File: src/rtl/sr04_echo_responder.sv
// HC-SR04 sensor-side responder: validates trig, waits the burst delay, then drives echo for dist_cm*US_PER_CM ticks.
// Trig-to-detect latency is 3 clk and there is no backpressure; SR04_ECHO_JITTER_EN adds 0..7 ticks of LFSR jitter to echo.
module sr04_echo_responder #(
  parameter int unsigned MIN_TRIG_US   = 10,
  parameter int unsigned ECHO_DELAY_US = 200,
  parameter int unsigned US_PER_CM     = 58,
  parameter int unsigned MAX_CM        = 400,
  parameter int unsigned TIMEOUT_US    = 38000,
  parameter int unsigned HOLDOFF_US    = 60000
) (
  input  logic       clk,
  input  logic       rst,
  input  logic       i_tick,
  input  logic       trig,
  input  logic [8:0] dist_cm,
  output logic       echo,
  output logic       busy,
  output logic       trig_err,
  output logic       meas_done
);

  typedef enum logic [2:0] {
    IDLE    = 3'd0,
    TRIG_HI = 3'd1,
    DELAY   = 3'd2,
    ECHO    = 3'd3,
    HOLDOFF = 3'd4
  } state_e;

  localparam logic [15:0] MIN_W     = 16'(MIN_TRIG_US);
  localparam logic [15:0] DLY_LAST  = 16'(ECHO_DELAY_US - 1);
  localparam logic [15:0] HOLD_LAST = 16'(HOLDOFF_US - 1);
  localparam logic [15:0] TMO_W     = 16'(TIMEOUT_US);
  localparam logic [15:0] MAX_W     = 16'(MAX_CM);
  localparam logic [15:0] PER_CM_W  = 16'(US_PER_CM);

  state_e      state_q, state_d;
  logic [15:0] cnt_q, cnt_d;
  logic [15:0] w_reg_q, w_reg_d;
  logic        trig_s1_q, trig_s1_d;
  logic        trig_s_q, trig_s_d;
  logic        trig_p_q, trig_p_d;
  logic        echo_q, echo_d;
  logic        busy_q, busy_d;
  logic        trig_err_q, trig_err_d;
  logic        meas_done_q, meas_done_d;

  logic        trig_rise, trig_fall, latch, timeout_path;
  logic [15:0] w_exact, w_new;

  assign trig_rise = trig_s_q & ~trig_p_q;
  assign trig_fall = ~trig_s_q & trig_p_q;
  assign latch     = (state_q == TRIG_HI) && trig_fall && (cnt_q >= MIN_W);

  always_comb begin
    timeout_path = 1'b0;
    if (dist_cm == 9'd0) begin
      w_exact = 16'd1;
    end else if (16'(dist_cm) > MAX_W) begin
      w_exact      = TMO_W;
      timeout_path = 1'b1;
    end else begin
      w_exact = 16'(dist_cm) * PER_CM_W;
    end
  end

`ifdef SR04_ECHO_JITTER_EN
  logic [15:0] lfsr_q, lfsr_d;
  logic [16:0] w_sum;

  always_comb begin
    w_sum = {1'b0, w_exact} + {14'd0, lfsr_q[2:0]};
    if (timeout_path) begin
      w_new = w_exact;
    end else begin
      w_new = w_sum[16] ? 16'hFFFF : w_sum[15:0];
    end
    // Galois form of x^16 + x^14 + x^13 + x^11 + 1, one step per measurement
    lfsr_d = lfsr_q;
    if (latch) begin
      lfsr_d = {1'b0, lfsr_q[15:1]} ^ (lfsr_q[0] ? 16'hB400 : 16'h0000);
    end
  end

  always_ff @(posedge clk or negedge rst) begin
    if (!rst) begin
      lfsr_q <= 16'hACE1;
    end else begin
      lfsr_q <= lfsr_d;
    end
  end
`else
  always_comb begin
    w_new = w_exact;
  end
`endif

  always_ff @(posedge clk or negedge rst) begin
    if (!rst) begin
      state_q     <= IDLE;
      cnt_q       <= 16'd0;
      w_reg_q     <= 16'd0;
      trig_s1_q   <= 1'b0;
      trig_s_q    <= 1'b0;
      trig_p_q    <= 1'b0;
      echo_q      <= 1'b0;
      busy_q      <= 1'b0;
      trig_err_q  <= 1'b0;
      meas_done_q <= 1'b0;
    end else begin
      state_q     <= state_d;
      cnt_q       <= cnt_d;
      w_reg_q     <= w_reg_d;
      trig_s1_q   <= trig_s1_d;
      trig_s_q    <= trig_s_d;
      trig_p_q    <= trig_p_d;
      echo_q      <= echo_d;
      busy_q      <= busy_d;
      trig_err_q  <= trig_err_d;
      meas_done_q <= meas_done_d;
    end
  end

  always_comb begin
    trig_s1_d = trig;
    trig_s_d  = trig_s1_q;
    trig_p_d  = trig_s_q;
    state_d   = state_q;
    w_reg_d   = latch ? w_new : w_reg_q;
    case (state_q)
      IDLE:    if (trig_rise) state_d = TRIG_HI;
      TRIG_HI: if (trig_fall) state_d = (cnt_q >= MIN_W) ? DELAY : IDLE;
      DELAY:   if (i_tick && cnt_q == DLY_LAST) state_d = ECHO;
      ECHO:    if (i_tick && cnt_q == w_reg_q - 16'd1) state_d = HOLDOFF;
      HOLDOFF: if (i_tick && cnt_q == HOLD_LAST) state_d = IDLE;
      default: state_d = IDLE;
    endcase
    // shared counter restarts on every state change; trigger width saturates
    cnt_d = cnt_q;
    if (state_d != state_q) begin
      cnt_d = 16'd0;
    end else if (i_tick && !(state_q == TRIG_HI && cnt_q >= MIN_W)) begin
      cnt_d = cnt_q + 16'd1;
    end
  end

  always_comb begin
    echo_d      = (state_d == ECHO);
    busy_d      = (state_d != IDLE);
    trig_err_d  = (state_q == TRIG_HI) && (state_d == IDLE);
    meas_done_d = (state_q == ECHO) && (state_d == HOLDOFF);
  end

  assign echo      = echo_q;
  assign busy      = busy_q;
  assign trig_err  = trig_err_q;
  assign meas_done = meas_done_q;

endmodule

File: config.mk
export PLATFORM = sky130hd
export DESIGN_NAME = sr04_echo_responder
export DESIGN_NICKNAME = d
export VERILOG_FILES = /design/src/rtl/sr04_echo_responder.sv
export SDC_FILE = /design/constraint.sdc
export NUM_CORES = 1
export LEC_CHECK = 0
export CORE_AREA = 8 8 102 104
export CTS_BUF_LIST = sky130_fd_sc_hd__clkbuf_8
export DETAILED_ROUTE_END_ITERATION = 6
export DIE_AREA = 0 0 110 112
export GPL_ROUTABILITY_DRIVEN = 0
export GPL_TIMING_DRIVEN = 0
export PLACE_DENSITY = 0.62
export REMOVE_ABC_BUFFERS = 1
export SYNTH_ARGS = -nofsm -noshare
export SYNTH_HDL_FRONTEND = slang
export SYNTH_SLANG_ARGS = --single-unit
File: constraint.sdc
create_clock -name clk -period 3.2 [get_ports clk]
set_input_delay 0.48 -clock clk [delete_from_list [all_inputs] [get_ports clk]]
set_output_delay 0.48 -clock clk [all_outputs]
set_load 0.03 [all_outputs]
# Word level (Yosys, flattened, before mapping)

Index checks and enable logic that the tools add are counted.

Bits in registers: 42
Bits in latches: 0
Bits in writable memories: 0
ROM bits: 0
Input port bits: 13
Output and inout bits: 4
Word-level logic and storage cells: 55
Memories kept: 0

$add $sub $neg: 2
$mul: 1
Divide/modulo/power cells: 0
Magnitude comparators: 2
Equal/unequal tests: 10
Shifts and indexed selects: 0
Muxes and demuxes: 11
Bitwise gates (word level): 4
Reductions and logical operators: 15

Operators with widths:

| kind                                                                                  | number |
|---|---|
| 16-bit 2-to-1 mux                                                                     | 4 |
| 16-bit by 1-bit adder with 16-bit output (second input constant)                      | 1 |
| 16-bit == test                                                                        | 1 |
| 16-bit == test (second input constant)                                                | 1 |
| 16-bit by 8-bit == test with 1-bit output (second input constant)                     | 1 |
| 16-bit by 4-bit greater-or-equal comparator with 1-bit output (second input constant) | 1 |
| 16-bit by 1-bit subtractor with 16-bit output (second input constant)                 | 1 |
| 3-bit 2-to-1 mux                                                                      | 5 |
| 3-bit one-hot mux with 5 select lines                                                 | 1 |
| 9-bit by 5-bit multiplier with 14-bit output (second input constant)                  | 1 |
| 3-bit by 2-bit == test with 1-bit output (second input constant)                      | 3 |
| 9-bit greater-than comparator (second input constant)                                 | 1 |
| 1-bit logical AND                                                                     | 9 |
| 9-bit logical NOT                                                                     | 1 |
| 3-bit == test (second input constant)                                                 | 2 |
| 3-bit logical NOT                                                                     | 2 |
| 3-bit by 1-bit == test with 1-bit output (second input constant)                      | 1 |
| 3-bit != test                                                                         | 1 |
| 3-bit nonzero test                                                                    | 1 |
| 1-bit bitwise AND                                                                     | 2 |
| 2-bit 2-to-1 mux                                                                      | 1 |
| 1-bit inverter                                                                        | 2 |
| 2-bit nonzero test                                                                    | 1 |
| 1-bit logical NOT                                                                     | 1 |

# Longest topological paths before layout

Gate-level depths: netlist of the first run.

Depth in word-level cells: 7
Depth in mapped cells: 12
Gate-level depth less buffers: 12

# Worst setup path after synthesis of the first run

OpenSTA, ideal clock, no wires.

Kind: input to register
Start: in dist_cm[1]
End: reg w_reg_q[14]
Arrival: 3,082 ps
Data required time: 3,079 ps
Setup slack: -3 ps
Cell stages on the path: 12
Path through: fa_1 -> ha_1 -> inv_1 -> fa_1 -> inv_1 -> ha_1 -> a21oi_1 -> o21bai_1 -> a211oi_1 -> o31ai_1 -> xnor2_1 -> a22o_1

Longest elaborated chain between the ends: 3
Elaborated cells on any way between the ends: 5
Those cells by class: 1 x mul; 1 x order compare; 2 x mux; 1 x reduce/logical

RTL lines:

| what                                                                                                 | line   | source |
|---|---|---|
| from (decl)                                                                                          | 15     | `input logic [8:0] dist_cm,` |
| 9-bit by 5-bit multiplier with 14-bit output / 9-bit greater-than comparator (equally long branches) | 63, 59 |  |
| 16-bit 2-to-1 mux                                                                                    | 59     | `end else if (16'(dist_cm) > MAX_W) begin` |
| 16-bit 2-to-1 mux (*)                                                                                | 57     | `if (dist_cm == 9'd0) begin` |
| to (signal assigned)                                                                                 | 113    | `w_reg_q <= w_reg_d;` |
| to (decl)                                                                                            | 39     | `logic [15:0] w_reg_q, w_reg_d;` |

Mark *: on every way between the ends. The rest lies on a longest branch, timed or not.
A chain may end at the register's enable or synchronous reset.

# Worst setup path in the final report of the first run

Start: reg cnt_q[8]
End: reg w_reg_q[13]

Longest elaborated chain between the ends: 2

RTL lines:

| what                                                          | line | source |
|---|---|---|
| from (decl)                                                   | 38   | `logic [15:0] cnt_q, cnt_d;` |
| from (signal assigned)                                        | 112  | `cnt_q <= cnt_d;` |
| 16-bit by 4-bit greater-or-equal comparator with 1-bit output | 53   | `assign latch = (state_q == TRIG_HI) && trig_fall && (cnt_q >= MIN_W);` |
| 1-bit logical AND                                             | 53   |  |

Every way passes these cells.

==> results of run 1 <==
-- layout make-up --
cell class              instances  area, um^2
fillers                       851        4680
multi-input cells             302        2630
flip-flops and latches         42        1050
repair buffers                 18         164
inverters                      39         146
well taps                     111         139
clock buffers                   5        68.8
clock inverters                 2        10.0
-- power by group through the flow --
stage | Combinational [uW] | Clock (uW) | Sequential (uW)
finish | 968 | 330 | 798
global route | 1090 | 358 | 814
CTS | 912 | 340 | 798
detailed placement | 876 | 0 | 806
global placement | 853 | 0 | 807
floorplan | 705 | 0 | 744
-- how the worst max path moves through the flow --
stage,slack [ns],depth (start not counted),endpoint,from
6_report,0.09,6,w_reg_q[13]$_DFFE_PN0P_,cnt_q[8]$_DFFE_PN0P_
3_5_place_dp,-0.96,13,w_reg_q[14]$_DFFE_PN0P_,dist_cm[2]
5_1_grt,-0.10,6,w_reg_q[13]$_DFFE_PN0P_,cnt_q[8]$_DFFE_PN0P_
2_1_floorplan,-0.003,12,w_reg_q[14]$_DFFE_PN0P_,dist_cm[1]
4_1_cts,-0.003,13,w_reg_q[14]$_DFFE_PN0P_,dist_cm[2]
3_3_place_gp,-0.94,13,w_reg_q[14]$_DFFE_PN0P_,dist_cm[3]
-- per-layer routing --
metal | share of wire (%) | vias to the layer above
li1 | - | 1445
met1 | 48 | 1437
met2 | 47 | 57
met3 | 3.3 | 12
met4 | 1.4 | 0
met5 | 0 | -
-- synth_stat cells (all sizes together), types with 2 or more instances --
cell	instances	share of area (%)
a211oi	18	4.3
a21o	3	0.58
a21oi	12	1.7
a221oi	3	0.68
a22o	5	1.2
and2	3	0.49
and3	5	0.81
and4	3	0.68
buf	15	2.9
clkbuf	4	0.39
dfrtp	42	27
fa	13	6.7
ha	39	13
inv	39	3.8
nand2	25	2.4
nand2b	2	0.32
nand3	11	1.4
nand4	7	1.1
nand4b	2	0.45
nor2	23	2.3
nor3	9	1.2
nor4	9	2.4
o2111ai	2	0.45
o211ai	5	0.97
o21ai	19	2.6
o21bai	3	0.68
o221ai	2	0.45
o22ai	2	0.49
o311ai	2	0.91
o31ai	2	0.74
or3	5	0.97
or3b	2	0.45
or4	4	0.87
xnor2	23	5.2
xor2	17	3.9
-- stage by stage --
stage	std cells	total power (uW)	utilization (%)	hold WS [ns]
global placement	510	1660	45.4	0.345
CTS	519	2050	47.0	0.166
global route	519	2260	47.4	0.176
finish	519	2100	47.4	0.147
floorplan	383	1450	-	0.184
detailed placement	511	1680	45.7	0.342
-- layout by cell type, fill, tap and decap left out, types with 3 or more instances in the layout --
master	netlist	layout
nand2_1	25	25
ha_1	39	36
and4_1	3	3
a21oi_1	11	8
and3_1	5	5
nor3_1	9	9
a21o_1	3	3
xor2_1	17	17
buf_2	7	6
o21ai_0	17	16
inv_1	39	38
fa_1	13	12
o211ai_1	5	5
a21oi_2	1	3
a221oi_1	3	3
nand3_1	11	11
dfrtp_1	42	42
clkbuf_8	0	5
nor2_1	22	21
nand4_1	7	7
xnor2_1	23	23
ha_4	0	3
a22o_1	4	4
clkdlybuf4s50_1	0	6
a211oi_2	6	6
a211oi_1	12	11
nor4_1	6	6
or4_1	3	3
-- worst max-delay path: cells and delay by family, from the launching register on --
kind	cells	cell delay, ns
DFF	1	0.47
and+or+nand+nor	3	1.20
AOI/OAI and AO/OA	3	1.32
-- kinds of logic (layout without fill, tap and decap cells) --
group / after synthesis / count (layout) / synth area share, %
AO/OA/AOI/OAI: 92 / 92 / 19.3
flip-flops: 42 / 42 / 27.2
XOR/XNOR: 40 / 40 / 9.07
adder cells (fa/ha/maj): 53 / 53 / 19.6
buffers and inverters: 58 / 64 / 7.12
AND/OR/NAND/NOR: 117 / 117 / 17.6
-- what timing repair did --
item	4_1_cts	5_1_grt
setup buffers	1	0
gates resized for setup	34	20
hold endpoints to repair	0	0
pin swaps	5	6
gates cloned	0	0
setup endpoints to repair	23	17
-- sequential cells by signal, summed over array words and instances, names as in the netlist --
register / cells
trig_p_q: 1
meas_done: 1
state_q: 3
trig_s1_q: 1
cnt_q: 16
trig_p_d: 1
w_reg_q: 16
busy: 1
echo: 1
trig_err: 1
==> results.py, run 1 <==
metrics = {
    "outcome": {
        "status": "finished clean",
    },
    "yosys": {
        "syn-cell-area_mm2": 0.00386,
        "synth-seq-area-share_pct": 27.2,
        "synth.lib_cells_used.distinct": 75,
        "number_of_synthesized_flops_with_an_enable_pin": 0,
        "avg_synthesized_cell_area_um2": 9.61,
        "yosys_warnings": 0,
        "synthesis.instances": 402,
        "postSynth.topFlopCell": "dfrtp_1",
        "yosys_register_bits": 42,
        "synth-async-reset-ratio_pct": 100,
    },
    "global_route": {
        "global_route_wire_length_before_repair_mm": 14.3,
        "grt_busiest_layer": "met2",
        "grt_pass1_vias": 2959,
        "largest_net_degree_at_the_start_of_global_routing": 26,
        "grt_antenna_before_repair": 0,
        "grtUsageMet2_pct": 22.5,
        "global_route.usage.met3_pct": 2.08,
        "grt.total_usage_pct": 14.2,
        "globalRouteMet1Util_pct": 19.3,
        "grt_remaining_overflow": 0,
    },
    "power": {
        "flop_pwr_share_pct": 38.1,
        "power-per-cell-area_mw_per_mm2": 498,
        "power.share.combinational_pct": 46.2,
        "clockPowerShare_pct": 15.7,
        "worst_ir_drop_vdd_uv": 166,
        "power_leakage_uw": 0.00179,
        "internal_power_uw": 1220,
        "power.net_switching_uw": 871,
        "power.share.switching_pct": 41.6,
    },
    "die": {
        "core_area_mm2": 0.00889,
        "dieArea_mm2": 0.0123,
        "effective_utilization_at_floorplan_pct": 43.5,
        "die-width_um": 110,
        "die_h_um": 112,
        "pin_count": 17,
        "rows": 35,
    },
    "routing": {
        "drt_first_pass_iters": 5,
        "drc": 0,
        "total_via_count_after_detailed_routing": 2951,
        "route.detailed.wl_per_inst_um": 15.9,
        "routed_wirelength_mm": 8.24,
        "detail_route.vias_per_cell": 5.69,
        "antenna_violating_nets_post_route": 0,
        "first_iter_violations": 176,
    },
    "worst_setup_path": {
        "start_kind": "register",
        "timing.critical_path.slowest_stage_cell": "o31ai_4",
        "reg2reg_depth": 6,
        "critPathRequiredTime_ns": 3.38,
        "regToRegStartpoint": "cnt_q[8]$_DFFE_PN0P_",
        "cp-end-kind": "register",
        "worst-path-max-fanout": 25,
        "critical_path.max_stage_delay_ns": 0.85,
        "path_type_of_the_worst_setup_path": "reg2reg",
        "cp_cell_sequence": "or4_1, or3_4, o31ai_4, nor2_2, o2111a_1, a221o_1",
        "crit_arrival_ns": 3.29,
        "ff2ff_setup_slack_ns": 0.09,
        "timing.rr.end": "w_reg_q[13]$_DFFE_PN0P_",
    },
    "timing": {
        "setup-tns-final_ns": 0,
        "final-max-slew-violation-count": 0,
        "final.setup.worst_slack_ns": 0.0863,
        "fin_worst_skew_ns": 0.0115,
        "timing_worst_slew_pin_value_ns": 1.05,
        "period_needed_ns": 3.11,
        "rsz0062_at_grt": "true",
        "final_setup_violation_count": 0,
        "achievable-frequency_mhz": 321,
        "relSlewSlack_pct": 29.7,
        "final_hold_viols": 0,
        "timing.final.crit_share_pct": 97.3,
    },
    "min_path": {
        "hp-class": "in2async",
    },
    "layout": {
        "drive_gt1_share_pct": 13.7,
        "finalInstanceArea_mm2": 0.00421,
        "nets": 473,
        "antenna_cells": 0,
        "area_delta_synth_final_pct": 9.00,
    },
    "placement": {
        "pre_cts_ws_ns": -0.963,
        "place.port_buffers": 16,
        "placed_area_mm2": 0.00406,
        "dpl.hpwl_mm": 6.36,
    },
    "clock_tree": {
        "ctsHtreeMaxLevel": 2,
        "postCtsHoldBufs": 0,
        "cts_made_buffers": 5,
        "clock_tree.buffer_depth": 2,
        "clk_pin_slew_ns": 0.09,
        "cts_tree": "built",
        "latest_clock_arrival_within_the_worst_skew_pair_ns": 0.30,
        "numClockSinks": 42,
        "cts.root.buffer_cell": "clkbuf_8",
    },
    "run": {
        "cap_violations": 0,
    },
}
Power figures use the tool's default switching activity.
==> run 2: changes to the inputs <==
Settings changed: CORE_AREA 8 8 102 104 to 8 8 134 136, DIE_AREA 0 0 110 112 to 0 0 142 144, PLACE_DENSITY 0.62 to 0.4.
==> results.py, run 2 (synthesis results as in run 1) <==
metrics = {
    "timing": {
        "fin_worst_skew_ns": 0.00855,
        "final_hold_viols": 0,
        "achievable-frequency_mhz": 325,
        "period_needed_ns": 3.08,
        "final-max-slew-violation-count": 0,
        "final_setup_violation_count": 0,
        "timing_worst_slew_pin_value_ns": 1.26,
        "rsz0062_at_grt": "true",
        "timing.final.crit_share_pct": 96.1,
        "relSlewSlack_pct": 15.7,
    },
    "die": {
        "pin_count": 17,
        "dieArea_mm2": 0.0204,
        "die-width_um": 142,
        "effective_utilization_at_floorplan_pct": 24.1,
        "core_area_mm2": 0.0161,
        "die_h_um": 144,
        "rows": 47,
    },
    "clock_tree": {
        "latest_clock_arrival_within_the_worst_skew_pair_ns": 0.30,
        "clock_tree.buffer_depth": 2,
        "clk_pin_slew_ns": 0.08,
        "postCtsHoldBufs": 0,
        "cts_tree": "built",
        "ctsHtreeMaxLevel": 2,
        "numClockSinks": 42,
        "cts_made_buffers": 5,
        "cts.root.buffer_cell": "clkbuf_8",
    },
    "power": {
        "power.net_switching_uw": 922,
        "power_leakage_uw": 0.00181,
        "power-per-cell-area_mw_per_mm2": 495,
        "power.share.switching_pct": 42.3,
        "worst_ir_drop_vdd_uv": 146,
        "internal_power_uw": 1260,
        "power.share.combinational_pct": 46.7,
        "flop_pwr_share_pct": 37.0,
        "total_power_uw": 2180,
        "clockPowerShare_pct": 16.4,
    },
    "worst_setup_path": {
        "crit_end": "w_reg_q[14]$_DFFE_PN0P_",
        "timing.rr.end": "w_reg_q[13]$_DFFE_PN0P_",
        "cp_cell_sequence": "buf_2, fa_1, ha_1, inv_1, fa_1, inv_1, ha_4, or3_4, a211oi_4, o31ai_2, xnor2_1, a22o_1",
        "timing.critical_path.max_delay_family": "adder cells",
        "timing.critical_path.slowest_stage_cell": "fa_1",
        "start_kind": "primary input",
        "critical_path.max_stage_delay_ns": 0.50,
        "crit_arrival_ns": 3.27,
        "cp-end-kind": "register",
        "path_type_of_the_worst_setup_path": "in2reg",
        "ff2ff_setup_slack_ns": 0.25,
        "reg2reg_depth": 6,
        "critPathRequiredTime_ns": 3.40,
        "regToRegStartpoint": "state_q[0]$_DFF_PN0_",
        "worst-path-max-fanout": 5,
        "worst-path-stages": 12,
        "worstPathBufferInverterCount": 3,
        "setup.worst_path.start": "dist_cm[6]",
    },
    "layout": {
        "reg_top3": "cnt_q: 16 flops, w_reg_q: 16 flops, state_q: 3 flops",
        "instances_no_fill": 631,
        "nets": 475,
        "drive_gt1_share_pct": 14.6,
        "area_delta_synth_final_pct": 13.9,
        "antenna_cells": 0,
        "mostFrequentLayoutCell": "dfrtp_1",
        "layout_common_cells": "dfrtp_1 (42), inv_1 (39), ha_1 (37)",
    },
    "min_path": {
        "hp-class": "in2async",
    },
    "global_route": {
        "globalRouteMet1Util_pct": 13.1,
        "largest_net_degree_at_the_start_of_global_routing": 26,
        "grt_antenna_before_repair": 0,
        "grtUsageMet2_pct": 16.4,
        "grt.total_usage_pct": 9.94,
        "grt_busiest_layer": "met2",
        "global_route.usage.met3_pct": 1.35,
        "grt_pass1_vias": 3146,
        "global_route_wire_length_before_repair_mm": 16.3,
        "grt_remaining_overflow": 0,
    },
    "routing": {
        "drc": 0,
        "drt_first_pass_iters": 5,
        "route.detailed.wl_per_inst_um": 15.7,
        "routed_wirelength_mm": 9.90,
        "total_via_count_after_detailed_routing": 3011,
        "first_iter_violations": 127,
        "antenna_violating_nets_post_route": 0,
        "detail_route.vias_per_cell": 4.77,
    },
    "run": {
        "cap_violations": 0,
    },
    "outcome": {
        "status": "finished clean",
    },
    "placement": {
        "place.port_buffers": 16,
        "dpl.hpwl_mm": 7.39,
        "post-place-cells": 621,
    },
}
-- run 2: layout make-up --
class	count	area, um^2
clock inverter	2	8.76
fill	1715	11700
inverter	39	146
clock buffer	6	82.6
sequential	42	1050
multi-input combinational	303	2650
tap	220	275
timing repair buffer	19	184
-- run 2: worst min-delay path by stage --
stage / end / slack [ns]
2_1_floorplan: busy$_DFF_PN0_ / 0.18
3_5_place_dp: trig_p_d$_DFF_PN0_ / 0.34
4_1_cts: w_reg_q[6]$_DFFE_PN0P_ / 0.15
6_report: w_reg_q[6]$_DFFE_PN0P_ / 0.14
5_1_grt: w_reg_q[6]$_DFFE_PN0P_ / 0.17
3_3_place_gp: trig_p_d$_DFF_PN0_ / 0.34
-- run 2: power groups by stage --
stage / registers (uW) / logic, uW / clock network [uW]
2_1_floorplan: 744 / 705 / 0
3_3_place_gp: 822 / 884 / 0
3_5_place_dp: 819 / 893 / 0
4_1_cts: 810 / 933 / 378
5_1_grt: 825 / 1140 / 394
6_report: 806 / 1020 / 357
-- run 2: timing repair --
| action | 4_1_cts | 5_1_grt |
|---|---|---|
| setup endpoints to repair | 28 | 18 |
| pin swaps | 4 | 5 |
| buffers inserted | 1 | 0 |
| gates cloned | 0 | 1 |
| resized for setup | 36 | 24 |
-- run 2: routing by layer --
layer / share of wire, % / vias up
met5: 0 / -
met1: 48 / 1502
met4: 1.8 / 0
met2: 48 / 45
li1: - / 1451
met3: 2.5 / 13
-- run 2: metrics by stage --
stage                     utilization, %  setup TNS, ns  instance area, um^2  hold slack, ns  setup slack (ns)
after floorplan                        -       -0.00331                 3730           0.184          -0.00331
after global placement              26.0         -11.24                 4170           0.344             -1.02
after detailed placement            26.2          -7.86                 4210           0.337             -1.01
after CTS                           27.1         -0.104                 4350           0.150           -0.0492
after global routing                27.4        -0.0322                 4400           0.173           -0.0218
final                               27.4              0                 4400           0.141             0.124
==> run 3: changes to the inputs <==
Settings changed: RECOVER_POWER from default to 25.
==> results.py, run 3 (synthesis results as in run 1) <==
metrics = {
    "clock_tree": {
        "latest_clock_arrival_within_the_worst_skew_pair_ns": 0.30,
        "ctsHtreeMaxLevel": 2,
        "clk_pin_slew_ns": 0.08,
        "cts_made_buffers": 5,
        "clock_tree.buffer_depth": 2,
        "cts.root.buffer_cell": "clkbuf_8",
        "cts_tree": "built",
        "numClockSinks": 42,
    },
    "layout": {
        "instances_no_fill": 631,
        "mostFrequentLayoutCell": "dfrtp_1",
        "nets": 475,
        "area_delta_synth_final_pct": 13.9,
        "layout_common_cells": "dfrtp_1 (42), inv_1 (39), ha_1 (37)",
        "count_of_filler_cells_inserted_in_the_layout": 1716,
        "drive_gt1_share_pct": 14.4,
        "antenna_cells": 0,
        "reg_top3": "cnt_q: 16 flops, w_reg_q: 16 flops, state_q: 3 flops",
        "finalInstanceArea_mm2": 0.00440,
        "final_core_utilization_pct": 27.4,
    },
    "power": {
        "internal_power_uw": 1260,
        "power.share.combinational_pct": 46.7,
        "total_power_uw": 2180,
        "clockPowerShare_pct": 16.4,
        "power-per-cell-area_mw_per_mm2": 496,
        "flop_pwr_share_pct": 37.0,
        "worst_ir_drop_vdd_uv": 146,
        "power.share.switching_pct": 42.3,
        "power_leakage_uw": 0.00181,
        "power.net_switching_uw": 922,
    },
    "global_route": {
        "grt_remaining_overflow": 0,
        "grt_antenna_before_repair": 0,
        "grtUsageMet2_pct": 16.4,
        "globalRouteMet1Util_pct": 13.1,
        "grt_busiest_layer": "met2",
        "grt.total_usage_pct": 9.94,
        "global_route.usage.met3_pct": 1.35,
        "global_route_wire_length_before_repair_mm": 16.3,
        "grt_pass1_vias": 3146,
        "largest_net_degree_at_the_start_of_global_routing": 26,
    },
    "timing": {
        "final_hold_viols": 0,
        "period_needed_ns": 3.08,
        "setup-tns-final_ns": 0,
        "timing_worst_slew_pin_value_ns": 1.26,
        "final_setup_violation_count": 0,
        "achievable-frequency_mhz": 325,
        "fin_worst_skew_ns": 0.00855,
        "final-max-slew-violation-count": 0,
        "rsz0062_at_grt": "true",
        "timing.final.crit_share_pct": 96.1,
        "relSlewSlack_pct": 15.7,
    },
    "die": {
        "rows": 47,
        "die_h_um": 144,
        "dieArea_mm2": 0.0204,
        "core_area_mm2": 0.0161,
        "effective_utilization_at_floorplan_pct": 24.1,
        "die-width_um": 142,
        "pin_count": 17,
    },
    "worst_setup_path": {
        "ff2ff_setup_slack_ns": 0.25,
        "path_type_of_the_worst_setup_path": "in2reg",
        "timing.rr.end": "w_reg_q[13]$_DFFE_PN0P_",
        "cp-end-kind": "register",
        "critPathRequiredTime_ns": 3.40,
        "reg2reg_depth": 6,
        "start_kind": "primary input",
        "setup.worst_path.start": "dist_cm[6]",
        "worst-path-max-fanout": 5,
        "regToRegStartpoint": "state_q[0]$_DFF_PN0_",
        "crit_arrival_ns": 3.27,
        "crit_end": "w_reg_q[14]$_DFFE_PN0P_",
    },
    "min_path": {
        "hp-class": "reg2reg",
    },
    "outcome": {
        "status": "finished clean",
    },
    "placement": {
        "placed_area_mm2": 0.00421,
        "post-place-cells": 621,
        "dpl.hpwl_mm": 7.39,
        "place.port_buffers": 16,
    },
    "routing": {
        "total_via_count_after_detailed_routing": 3007,
        "first_iter_violations": 127,
        "routed_wirelength_mm": 9.90,
        "detail_route.vias_per_cell": 4.77,
        "antenna_violating_nets_post_route": 0,
        "route.detailed.wl_per_inst_um": 15.7,
        "drt_first_pass_iters": 5,
        "drc": 0,
    },
    "run": {
        "cap_violations": 0,
    },
}
[run 3: power groups by stage]
stage	sequential, uW	clock [uW]	combinational (uW)
floorplan	744	0	705
global placement	822	0	884
detailed placement	819	0	893
CTS	810	378	933
global route	825	394	1140
finish	806	357	1020
[run 3: layout make-up]
cell class,instances,area [um^2],area share (%)
Tap cell,220,275,6.26
Inverter,39,146,3.33
Sequential cell,42,1050,23.9
Clock inverter,2,8.76,0.199
Timing Repair Buffer,19,183,4.15
Clock buffer,6,82.6,1.88
Multi-Input combinational cell,303,2650,60.3
[run 3: metrics by stage]
step / hold WS, ns / setup WS [ns]
6_report: 0.357 / 0.124
5_1_grt: 0.375 / -0.0218
4_1_cts: 0.150 / -0.0492
3_5_place_dp: 0.337 / -1.01
3_3_place_gp: 0.344 / -1.02
2_1_floorplan: 0.184 / -0.00331
[run 3: worst min-delay path by stage]
| stage | start | endpoint | slack, ns | cells after the start |
|---|---|---|---|---|
| floorplan | rst | busy$_DFF_PN0_ | 0.18 | 0 |
| CTS | rst | w_reg_q[6]$_DFFE_PN0P_ | 0.15 | 1 |
| detailed placement | trig_s1_q$_DFF_PN0_ | trig_p_d$_DFF_PN0_ | 0.34 | 0 |
| global route | trig_s1_q$_DFF_PN0_ | trig_p_d$_DFF_PN0_ | 0.37 | 0 |
| finish | trig_s1_q$_DFF_PN0_ | trig_p_d$_DFF_PN0_ | 0.36 | 0 |
| global placement | trig_s1_q$_DFF_PN0_ | trig_p_d$_DFF_PN0_ | 0.34 | 0 |
[run 3: repair_timing]
action,in CTS,in global routing
cloned,0,1
setup buffers,1,0
resized for setup,36,24
hold buffers,0,0
endpoints found under the setup margin,28,18
pin swaps,4,5
[run 3: routing by layer]
metal	share of wire [%]	vias to the layer above	wire length (um)
met5	0	-	0
met4	1.8	0	176
met3	2.6	13	257
met2	48	43	4730
met1	48	1500	4740
li1	-	1451	-
[run 3: worst max-delay path, stage by stage]
cell and delay (ns):
buf_2 0.14, fa_1 0.49, ha_1 0.29, inv_1 0.05
fa_1 0.50, inv_1 0.07, ha_4 0.17, or3_4 0.40
a211oi_4 0.26, o31ai_2 0.10, xnor2_1 0.13, a22o_1 0.19
